$ cat src/rtl/jtopll_wrseq_pkg.sv
// Shared types, state encoding and default OPLL timing for the jtopll_wrseq write sequencer.
package jtopll_wrseq_pkg;

   typedef enum logic [2:0] {
      ST_IDLE   = 3'd0,
      ST_A_STB  = 3'd1,
      ST_A_WAIT = 3'd2,
      ST_D_STB  = 3'd3,
      ST_D_WAIT = 3'd4
   } state_e;

   localparam int STB_LEN_DEF = 2;
   localparam int AWAIT_DEF   = 12;
   localparam int DWAIT_DEF   = 84;
   localparam int SHADOW_SIZE = 64;

   typedef struct packed {
      logic [7:0] rnum;
      logic [7:0] val;
   } wr_pair_t;

   function automatic int max3(input int a, input int b, input int c);
      int m;
      m = (a > b) ? a : b;
      return (m > c) ? m : c;
   endfunction

endpackage

$ cat src/rtl/jtopll_wrseq_fifo.sv
// Synchronous DEPTH x WIDTH FIFO with registered occupancy; DEPTH must be a power of two.
module jtopll_wrseq_fifo #(
   parameter int DEPTH = 4,
   parameter int WIDTH = 16
) (
   input  logic                   clk,
   input  logic                   rst_n,
   input  logic                   push,
   input  logic [WIDTH-1:0]       wr_data,
   input  logic                   pop,
   output logic [WIDTH-1:0]       rd_data,
   output logic [$clog2(DEPTH):0] level,
   output logic                   full,
   output logic                   empty
);

   localparam int          AW       = $clog2(DEPTH);
   localparam logic [AW:0] FULL_LVL = (AW + 1)'(DEPTH);

   logic [WIDTH-1:0] mem_q [DEPTH];
   logic [AW-1:0]    wr_ptr_q, wr_ptr_d;
   logic [AW-1:0]    rd_ptr_q, rd_ptr_d;
   logic [AW:0]      level_q, level_d;
   logic             do_push, do_pop;

   assign full    = (level_q == FULL_LVL);
   assign empty   = (level_q == '0);
   assign do_push = push && !full;
   assign do_pop  = pop && !empty;

   // NOTE: every always_comb output gets a default first, so no path leaves it unassigned and no latch is inferred.
   always_comb begin
      wr_ptr_d = wr_ptr_q;
      rd_ptr_d = rd_ptr_q;
      level_d  = level_q;
      if (do_push) wr_ptr_d = wr_ptr_q + 1'b1;
      if (do_pop)  rd_ptr_d = rd_ptr_q + 1'b1;
      case ({do_push, do_pop})
         2'b10:   level_d = level_q + 1'b1;
         2'b01:   level_d = level_q - 1'b1;
         default: level_d = level_q;
      endcase
   end

   // NOTE: sequential state uses non-blocking assignments so every flop samples pre-edge values.
   always_ff @(posedge clk) begin
      if (!rst_n) begin
         wr_ptr_q <= '0;
         rd_ptr_q <= '0;
         level_q  <= '0;
      end else begin
         wr_ptr_q <= wr_ptr_d;
         rd_ptr_q <= rd_ptr_d;
         level_q  <= level_d;
      end
   end

   // NOTE: storage has no reset; the pointers and level alone decide which entries are valid.
   always_ff @(posedge clk) begin
      if (do_push) mem_q[wr_ptr_q] <= wr_data;
   end

   assign rd_data = mem_q[rd_ptr_q];
   assign level   = level_q;

endmodule

$ cat src/rtl/jtopll_wrseq.sv
// OPLL CPU-port write sequencer: queues (reg, value) pairs and issues address/data strobes timed in cen ticks.
// Define JTOPLL_WRSEQ_CACHE_EN to add a 64-entry shadow that drops writes repeating the stored value.
module jtopll_wrseq
   import jtopll_wrseq_pkg::*;
#(
   parameter int DEPTH   = 4,
   parameter int STB_LEN = STB_LEN_DEF,
   parameter int AWAIT   = AWAIT_DEF,
   parameter int DWAIT   = DWAIT_DEF
) (
   input  logic                   clk,
   input  logic                   rst_n,
   input  logic                   cen,
   input  logic                   in_valid,
   output logic                   in_ready,
   input  logic [7:0]             in_reg,
   input  logic [7:0]             in_val,
   output logic                   busy,
   output logic [$clog2(DEPTH):0] level,
   output logic [7:0]             din,
   output logic                   addr,
   output logic                   cs_n,
   output logic                   wr_n
);

   localparam int               CNT_W      = $clog2(max3(STB_LEN, AWAIT, DWAIT) + 1);
   localparam logic [CNT_W-1:0] STB_LOAD   = CNT_W'(STB_LEN - 1);
   localparam logic [CNT_W-1:0] AWAIT_LOAD = CNT_W'(AWAIT - 1);
   localparam logic [CNT_W-1:0] DWAIT_LOAD = CNT_W'(DWAIT - 1);

   state_e           state_q, state_d;
   logic [CNT_W-1:0] cnt_q, cnt_d;
   logic [7:0]       din_q, din_d;
   logic [7:0]       val_q, val_d;
   logic             addr_q, addr_d;
   logic             stb_n_q, stb_n_d;
   logic             fifo_full, fifo_empty;
   logic             push, pop, take_head, skip;
   logic [15:0]      head_raw;
   wr_pair_t         head;

   assign push = in_valid && !fifo_full;

   jtopll_wrseq_fifo #(
      .DEPTH (DEPTH),
      .WIDTH (16)
   ) u_fifo (
      .clk     (clk),
      .rst_n   (rst_n),
      .push    (push),
      .wr_data ({in_reg, in_val}),
      .pop     (pop),
      .rd_data (head_raw),
      .level   (level),
      .full    (fifo_full),
      .empty   (fifo_empty)
   );

   assign head = wr_pair_t'(head_raw);

`ifdef JTOPLL_WRSEQ_CACHE_EN
   logic [7:0] shadow_q [SHADOW_SIZE];
   logic [7:0] cur_reg_q, cur_reg_d;
   logic       shadow_we;

   assign skip      = (head.rnum < 8'h40) && (shadow_q[head.rnum[5:0]] == head.val);
   assign cur_reg_d = (take_head && !skip) ? head.rnum : cur_reg_q;
   // Shadow is updated on the tick that enters D_STB, i.e. when the data strobe is committed.
   assign shadow_we = cen && (state_q == ST_A_WAIT) && (cnt_q == '0);

   always_ff @(posedge clk) begin
      if (!rst_n) begin
         for (int i = 0; i < SHADOW_SIZE; i++) shadow_q[i] <= '0;
         cur_reg_q <= '0;
      end else begin
         cur_reg_q <= cur_reg_d;
         if (shadow_we && (cur_reg_q < 8'h40)) shadow_q[cur_reg_q[5:0]] <= val_q;
      end
   end
`else
   assign skip = 1'b0;
`endif

   always_comb begin
      state_d   = state_q;
      cnt_d     = cnt_q;
      din_d     = din_q;
      val_d     = val_q;
      addr_d    = addr_q;
      stb_n_d   = stb_n_q;
      take_head = 1'b0;
      if (cen) begin
         case (state_q)
            ST_IDLE: take_head = !fifo_empty;
            ST_A_STB: begin
               if (cnt_q == '0) begin
                  stb_n_d = 1'b1;
                  state_d = ST_A_WAIT;
                  cnt_d   = AWAIT_LOAD;
               end else cnt_d = cnt_q - 1'b1;
            end
            ST_A_WAIT: begin
               if (cnt_q == '0) begin
                  din_d   = val_q;
                  addr_d  = 1'b1;
                  stb_n_d = 1'b0;
                  state_d = ST_D_STB;
                  cnt_d   = STB_LOAD;
               end else cnt_d = cnt_q - 1'b1;
            end
            ST_D_STB: begin
               if (cnt_q == '0) begin
                  stb_n_d = 1'b1;
                  state_d = ST_D_WAIT;
                  cnt_d   = DWAIT_LOAD;
               end else cnt_d = cnt_q - 1'b1;
            end
            ST_D_WAIT: begin
               if (cnt_q == '0) begin
                  state_d   = ST_IDLE;
                  take_head = !fifo_empty;
               end else cnt_d = cnt_q - 1'b1;
            end
            default: state_d = ST_IDLE;
         endcase
         // A popped pair that is not skipped starts its address strobe on this same tick.
         if (take_head && !skip) begin
            din_d   = head.rnum;
            val_d   = head.val;
            addr_d  = 1'b0;
            stb_n_d = 1'b0;
            state_d = ST_A_STB;
            cnt_d   = STB_LOAD;
         end
      end
   end

   assign pop = take_head;

   always_ff @(posedge clk) begin
      if (!rst_n) begin
         state_q <= ST_IDLE;
         cnt_q   <= '0;
         din_q   <= '0;
         val_q   <= '0;
         addr_q  <= 1'b0;
         stb_n_q <= 1'b1;
      end else begin
         state_q <= state_d;
         cnt_q   <= cnt_d;
         din_q   <= din_d;
         val_q   <= val_d;
         addr_q  <= addr_d;
         stb_n_q <= stb_n_d;
      end
   end

   assign in_ready = !fifo_full;
   assign busy     = !fifo_empty || (state_q != ST_IDLE);
   assign din      = din_q;
   assign addr     = addr_q;
   assign cs_n     = stb_n_q;
   assign wr_n     = stb_n_q;

endmodule

$ cat config.mk
export PLATFORM = sky130hd
export DESIGN_NAME = jtopll_wrseq
export DESIGN_NICKNAME = d
export VERILOG_FILES = /design/src/rtl/jtopll_wrseq_pkg.sv /design/src/rtl/jtopll_wrseq_fifo.sv /design/src/rtl/jtopll_wrseq.sv
export SDC_FILE = /design/constraint.sdc
export NUM_CORES = 1
export LEC_CHECK = 0
export CAP_MARGIN = 10
export CORE_AREA = 2 2 107 129
export DETAILED_ROUTE_END_ITERATION = 8
export DIE_AREA = 0 0 109 131
export PLACE_DENSITY = 0.56
export RECOVER_POWER = 25
export SETUP_SLACK_MARGIN = 0.15
export SYNTH_ARGS = -nofsm -noshare
export SYNTH_HDL_FRONTEND = slang
export SYNTH_HIERARCHICAL = 1
export SYNTH_SLANG_ARGS = --single-unit
export TNS_END_PERCENT = 20
$ cat constraint.sdc
create_clock -name clk -period 9.5 [get_ports clk]
set_input_delay 1.425 -clock clk [delete_from_list [all_inputs] [get_ports clk]]
set_output_delay 1.425 -clock clk [all_outputs]
set_load 0.01 [all_outputs]
### After elaboration in Yosys (flattened, before gate mapping)

Memory sizes are Yosys's and may differ from the RTL's. A register that Yosys moved wholly into a read port is not among the register bits.
Index checks and enable logic that the tools add are counted.

| word-level totals | value |
|---|---|
| memory bits (read-only) | 0 |
| register bits | 35 |
| input port bits | 20 |
| memories kept | 1 |
| RAM bits | 64 |
| bits in latches | 0 |

| cells by class | value |
|---|---|
| equality and inequality tests | 14 |
| shifts and indexed selects | 0 |
| $lt $le $gt $ge | 0 |
| multiply operators | 0 |
| divide/modulo/power cells | 0 |
| bitwise logic cells | 0 |
| multiplexer cells | 30 |
| add/subtract/negate cells | 5 |
| reductions and logical operators | 21 |

Memories:

| memory | words | bits a word | read ports | clocked after memory_dff | write ports | line | text |
|---|---|---|---|---|---|---|---|
| u_fifo.mem_q | 4 | 16 | 1 | 1 | 1 | jtopll_wrseq_fifo.sv:20 | `logic [WIDTH-1:0] mem_q [DEPTH];` |

Operators by type and width:

| operator | number |
|---|---|
| $mux W7 | 5 |
| $pmux W7 S4 | 1 |
| $mux W8 | 3 |
| $mux W3 | 5 |
| $ne A3 B3 Y1 const B | 5 |
| $pmux W3 S5 | 1 |
| $mux W1 | 10 |
| $logic_not A7 Y1 | 1 |
| $sub A7 B1 Y7 const B | 1 |
| $eq A3 B2 Y1 const B | 2 |
| $eq A3 B3 Y1 const B | 2 |
| $logic_not A3 Y1 | 2 |
| $pmux W3 S2 | 1 |
| $reduce_and A3 Y1 | 2 |
| $reduce_and A6 Y1 | 1 |
| $reduce_bool A2 Y1 | 3 |
| $reduce_bool A3 Y1 | 2 |
| $reduce_bool A5 Y1 | 1 |
| $add A2 B1 Y2 const B | 2 |
| $mux W2 | 2 |
| $pmux W1 S2 | 2 |
| $reduce_and A4 Y1 | 1 |
| $add A3 B1 Y3 const B | 1 |
| $eq A3 B1 Y1 const B | 1 |
| other kinds (10) | 13 |

### Logic depth before layout (Yosys ltp)

| logic depth | value |
|---|---|
| word-level depth | 9 |
| mapped depth | 15 |
| depth with buffers taken out | 13 |

### Cells and area by module

The synthesis kept the hierarchy.

By module, submodules not included:

| module | cells each | area each (µm²) | sequential area each (µm²) | instances |
|---|---|---|---|---|
| jtopll_wrseq_fifo | 138 | 2,817.7 | 2,102.0 | 1 |
| jtopll_wrseq | 177 | 1,530.2 | 560.5 | 1 |

### Worst setup path before layout

No wires, ideal clock.

| timing | value |
|---|---|
| path type | in2reg |
| start point | input port cen |
| end point | register u_fifo.level_q[2] (netlist: u_fifo/level[2]) |
| data arrival time | 3.342 ns |
| setup time | 0.070 ns |
| stages | 11 |
| setup slack | 6.088 ns |
| cell sequence | clkbuf_1 > nand3_1 > buf_6 > inv_2 > nor2b_1 > ha_1 > inv_1 > fa_1 > xor2_1 > or3_1 > a21boi_1 |

| on the way | value |
|---|---|
| longest elaborated chain between the ends | 4 |
| elaborated cells on any way between the ends | 6 |

Ends and longest elaborated chain:

| element | line | text |
|---|---|---|
| start, declared | jtopll_wrseq.sv:13 | `input logic cen,` |
| $mux W1 * | jtopll_wrseq.sv:92 | `if (cen) begin` |
| via pop | jtopll_wrseq.sv:38 | `logic push, pop, take_head, skip;` |
| $logic_and A1 B1 Y1 * | jtopll_wrseq_fifo.sv:29 | `assign do_pop = pop && !empty;` |
| via u_fifo.do_pop | jtopll_wrseq_fifo.sv:24 | `logic do_push, do_pop;` |
| $eq A2 B1 Y1 or $eq A2 B2 Y1 (tied branches) | jtopll_wrseq_fifo.sv:38 | `case ({do_push, do_pop})` |
| $pmux W3 S2 or $reduce_bool A2 Y1 (tied branches) | - |  |
| end signal, assigned | jtopll_wrseq_fifo.sv:54 | `level_q <= level_d;` |
| end, declared | jtopll_wrseq_fifo.sv:23 | `logic [AW:0] level_q, level_d;` |

The timed path passes the listed nets; every way through them passes the cells marked *.
A chain may end at the register's enable or synchronous reset.

### Final worst setup path

Ends and elaborated chain as after synthesis.

==> impl_metrics.env <==
export IMPL_outcome="finished clean"
export IMPL_cpPeakStageDelay_ns=0.70
export IMPL_via_count=2549
export IMPL_synth_seq_area_share=0.612
export IMPL_r2r_slack_ns=5.65
export IMPL_boundaryPins=36
export IMPL_drive_gt1_frac=0.137
export IMPL_hold_viol_final=0
export IMPL_grt_max_degree=25
export IMPL_fin_ws_ns=5.39
export IMPL_cts_sinks=101
export IMPL_ant_nets=0
export IMPL_row_count=46
export IMPL_synth_top_area_share=0.442
export IMPL_cp_start_kind="input pin"
export IMPL_critical_path_required_ns=9.77
export IMPL_grt_pass1_vias=2640
export IMPL_synth_compound_area_frac=0.101
export IMPL_die_y_um=131
export IMPL_grt_use_total=0.129
export IMPL_slew_headroom=0.379
export IMPL_crit_fanout=11
export IMPL_num_antenna_cells=0
export IMPL_pre_cts_ws_ns=5.06
export IMPL_dp_hpwl_um=5620
export IMPL_hold_class="reg -> reg"
export IMPL_max_freq_mhz=243
export IMPL_synth_edf_count=64
export IMPL_drc=0
export IMPL_peakVddDrop_uv=114
export IMPL_numCtsBuffers=9
export IMPL_dieArea_um2=14300
export IMPL_syn_num_nets=342
export IMPL_dpl_cell_area_um2=4810
export IMPL_worst_path_max_delay_cell="clkdlybuf4s50_1"
export IMPL_syn_area_um2=4350
export IMPL_final_period_utilization=0.432
export IMPL_clk_pin_slew_ns=0.07
export IMPL_drt_wirelength_per_cell_um=16.3
export IMPL_p_leak_uw=0.00178
export IMPL_antenna_found_initial=0
export IMPL_worstSetupPathType="in -> reg"
export IMPL_path_cells="clkdlybuf4s50_1 > nand3_1 > inv_2 > nor2b_1 > ha_1 > inv_1 > fa_1 > xor2_1 > or3_1 > a21boi_1"
export IMPL_synthAdderAreaFrac=0.0219
export IMPL_grt_pass1_wl_um=13800
export IMPL_setup_tns_ns=0
export IMPL_maxCapViolations=0
export IMPL_r2r_cells=13
export IMPL_htreeDepth=3
export IMPL_yosys_area_top_type="edfxtp_1"
export IMPL_setup_violations=0
export IMPL_drt_iter0_markers=83
export IMPL_viasPerCell=4.92
export IMPL_fin_crit_ns=4.11
export IMPL_powerDensity_nw_per_um2=288
export IMPL_syn_mean_instance_area_um2=13.8
export IMPL_synth_top_family_by_area="multiplexers"
export IMPL_worst_pin_slew_ns=0.932
export IMPL_reg2reg_to="u_fifo/level[2]$_SDFFE_PN0P_"
export IMPL_drt_total_wl_um=8460
export IMPL_synth_simple_area_share=0.0967
export IMPL_yosysUniqueCellTypes=64
export IMPL_postCtsSetupBuffers=0
export IMPL_path_buf_inv=3
export IMPL_fin_nets=372
export IMPL_overflow=0
export IMPL_fin_util=0.390
export IMPL_start_util=0.333
export IMPL_syn_to_final_growth_pct=17.1
export IMPL_crit_family="simple AND/OR/NAND/NOR gates"
export IMPL_skew_ns=0.0108
export IMPL_critPathLaunch="cen"
export IMPL_cp_endpoint="u_fifo/level[2]$_SDFFE_PN0P_"
export IMPL_final_area_um2=5090
export IMPL_root_buffer="clkbuf_16"
export IMPL_nFillCells=1264
export IMPL_ys_ff_latch=101
export IMPL_portBuffers=35
export IMPL_hold_start="u_fifo/rd_ptr_q[1]$_SDFFE_PN0P_"
export IMPL_async_flop_share=0
export IMPL_cp_arrival_ns=4.38
export IMPL_cts_max_path_buffers=2
export IMPL_crit_cells=10
export IMPL_ys_flop_type="edfxtp_1"
export IMPL_r2r_start="cnt_q[0]$_SDFFE_PN0P_"
export IMPL_postSynthCellCount=315
export IMPL_drv_slew=0
export IMPL_clock_latency_ns=0.34
export IMPL_cp_end_kind="flip-flop"
export IMPL_cts_hold_buf=0
export IMPL_die_w_um=109
export IMPL_drt_first_pass_iters=4
export IMPL_core_um2=13100
export IMPL_yosys_warnings=6
export IMPL_finalPower_uw=1470
export IMPL_rsz0062_at_grt="false"
export IMPL_netlist_top_cells_area="edfxtp_1 44%, dfxtp_1 17%, mux4_2 8.3%, mux2i_1 4.4%, a21oi_1 2.0%"
export IMPL_post_cts_resized=0
export IMPL_cts_tree="built"
export IMPL_synthMuxAreaShare=0.127
export IMPL_synth_xor_area_frac=0.00403
export IMPL_gp_congestion=0.812
-- worst min-delay path, delay by kind of cell (launching register included) --
kind | cells | cell delay [ns]
compound gates | 2 | 0.14
flops | 1 | 0.30
-- cell usage after synthesis, drive strengths merged (3+ instances only) --
master and n:
edfxtp 64, dfxtp 37, nor2 22, nand2 20, mux2i 19, o21ai 19
a21oi 18, mux4 16, inv 12, buf 11, clkbuf 7, and2 6
ha 6, nor2b 5, or3 4, nor3 3, o22ai 3, or2 3
-- sequential cells by signal (all words and copies together), names as in the netlist, named ones only --
register and cells:
cs_n 1, u_fifo/rd_ptr_q 2, u_fifo/mem_q 64, addr 1, u_fifo/level 3, state_q 3
val_q 8, u_fifo/wr_ptr_q 2, cnt_q 7, din 8
-- layout by cell type, fill, tap and decap left out, types with 9 or more instances in the layout --
cell type | synthesis | layout
nand2_1 | 18 | 18
nor2_1 | 21 | 21
mux2i_1 | 19 | 19
dfxtp_1 | 37 | 37
mux4_2 | 16 | 16
edfxtp_1 | 64 | 64
clkdlybuf4s50_1 | 0 | 21
inv_1 | 10 | 10
a21oi_1 | 17 | 17
o21ai_0 | 16 | 16
clkbuf_16 | 0 | 9
dlygate4sd3_1 | 0 | 14
-- worst min path at each step --
| stage | end | slack (ns) | depth (start not counted) |
|---|---|---|---|
| final | u_fifo/rd_ptr_q[1]$_SDFFE_PN0P_ | 0.49 | 2 |
| after global routing | val_q[4]$_SDFFE_PN0P_ | 0.53 | 2 |
| after CTS | u_fifo/rd_ptr_q[1]$_SDFFE_PN0P_ | 0.50 | 2 |
| after detailed placement | flip-flop | 0.48 | 2 |
| after global placement | u_fifo/rd_ptr_q[1]$_SDFFE_PN0P_ | 0.47 | 2 |
| after floorplan | flip-flop | 0.46 | 2 |
-- layout make-up --
cell class	instances	area [um^2]	area share
clock buffer	10	229	0.0450
inverter	12	45.0	0.00885
multi-input combinational	184	1520	0.299
tap	168	210	0.0413
clock inverter	6	56.3	0.0111
timing repair buffer	37	365	0.0718
sequential	101	2660	0.523
-- per-layer routing --
metal  vias to the layer above  part of all wire  GRT usage
met3                        14             0.033     0.0223
met5                         -                 0          0
met4                         0             0.019     0.0535
met2                        45              0.51      0.220
met1                      1239              0.44      0.162
li1                       1251                 -          -
-- report_power, final --
part           leakage, uW  switching (uW)  total, uW  internal (uW)
logic             0.000750             295        533            239
registers         0.000889            47.2        584            537
clock network     0.000137             167        350            183
total              0.00178             509       1470            959
-- per-stage QoR --
step | cells | hold WS [ns]
after floorplan | 315 | 0.456
after global placement | 502 | 0.470
after detailed placement | 502 | 0.481
after CTS | 518 | 0.499
after global routing | 518 | 0.531
final | 518 | 0.493
-- cells by family (layout without fill, tap and decap cells) --
kind of cell,after synthesis,after routing
AO/OA/AOI/OAI,64,64
XOR/XNOR,2,2
adder cells (fa/ha/maj),7,7
buffers and inverters,30,65
flip-flops,101,101
multiplexers,35,35
AND/OR/NAND/NOR,76,76
(Power assumes the default switching activity.)
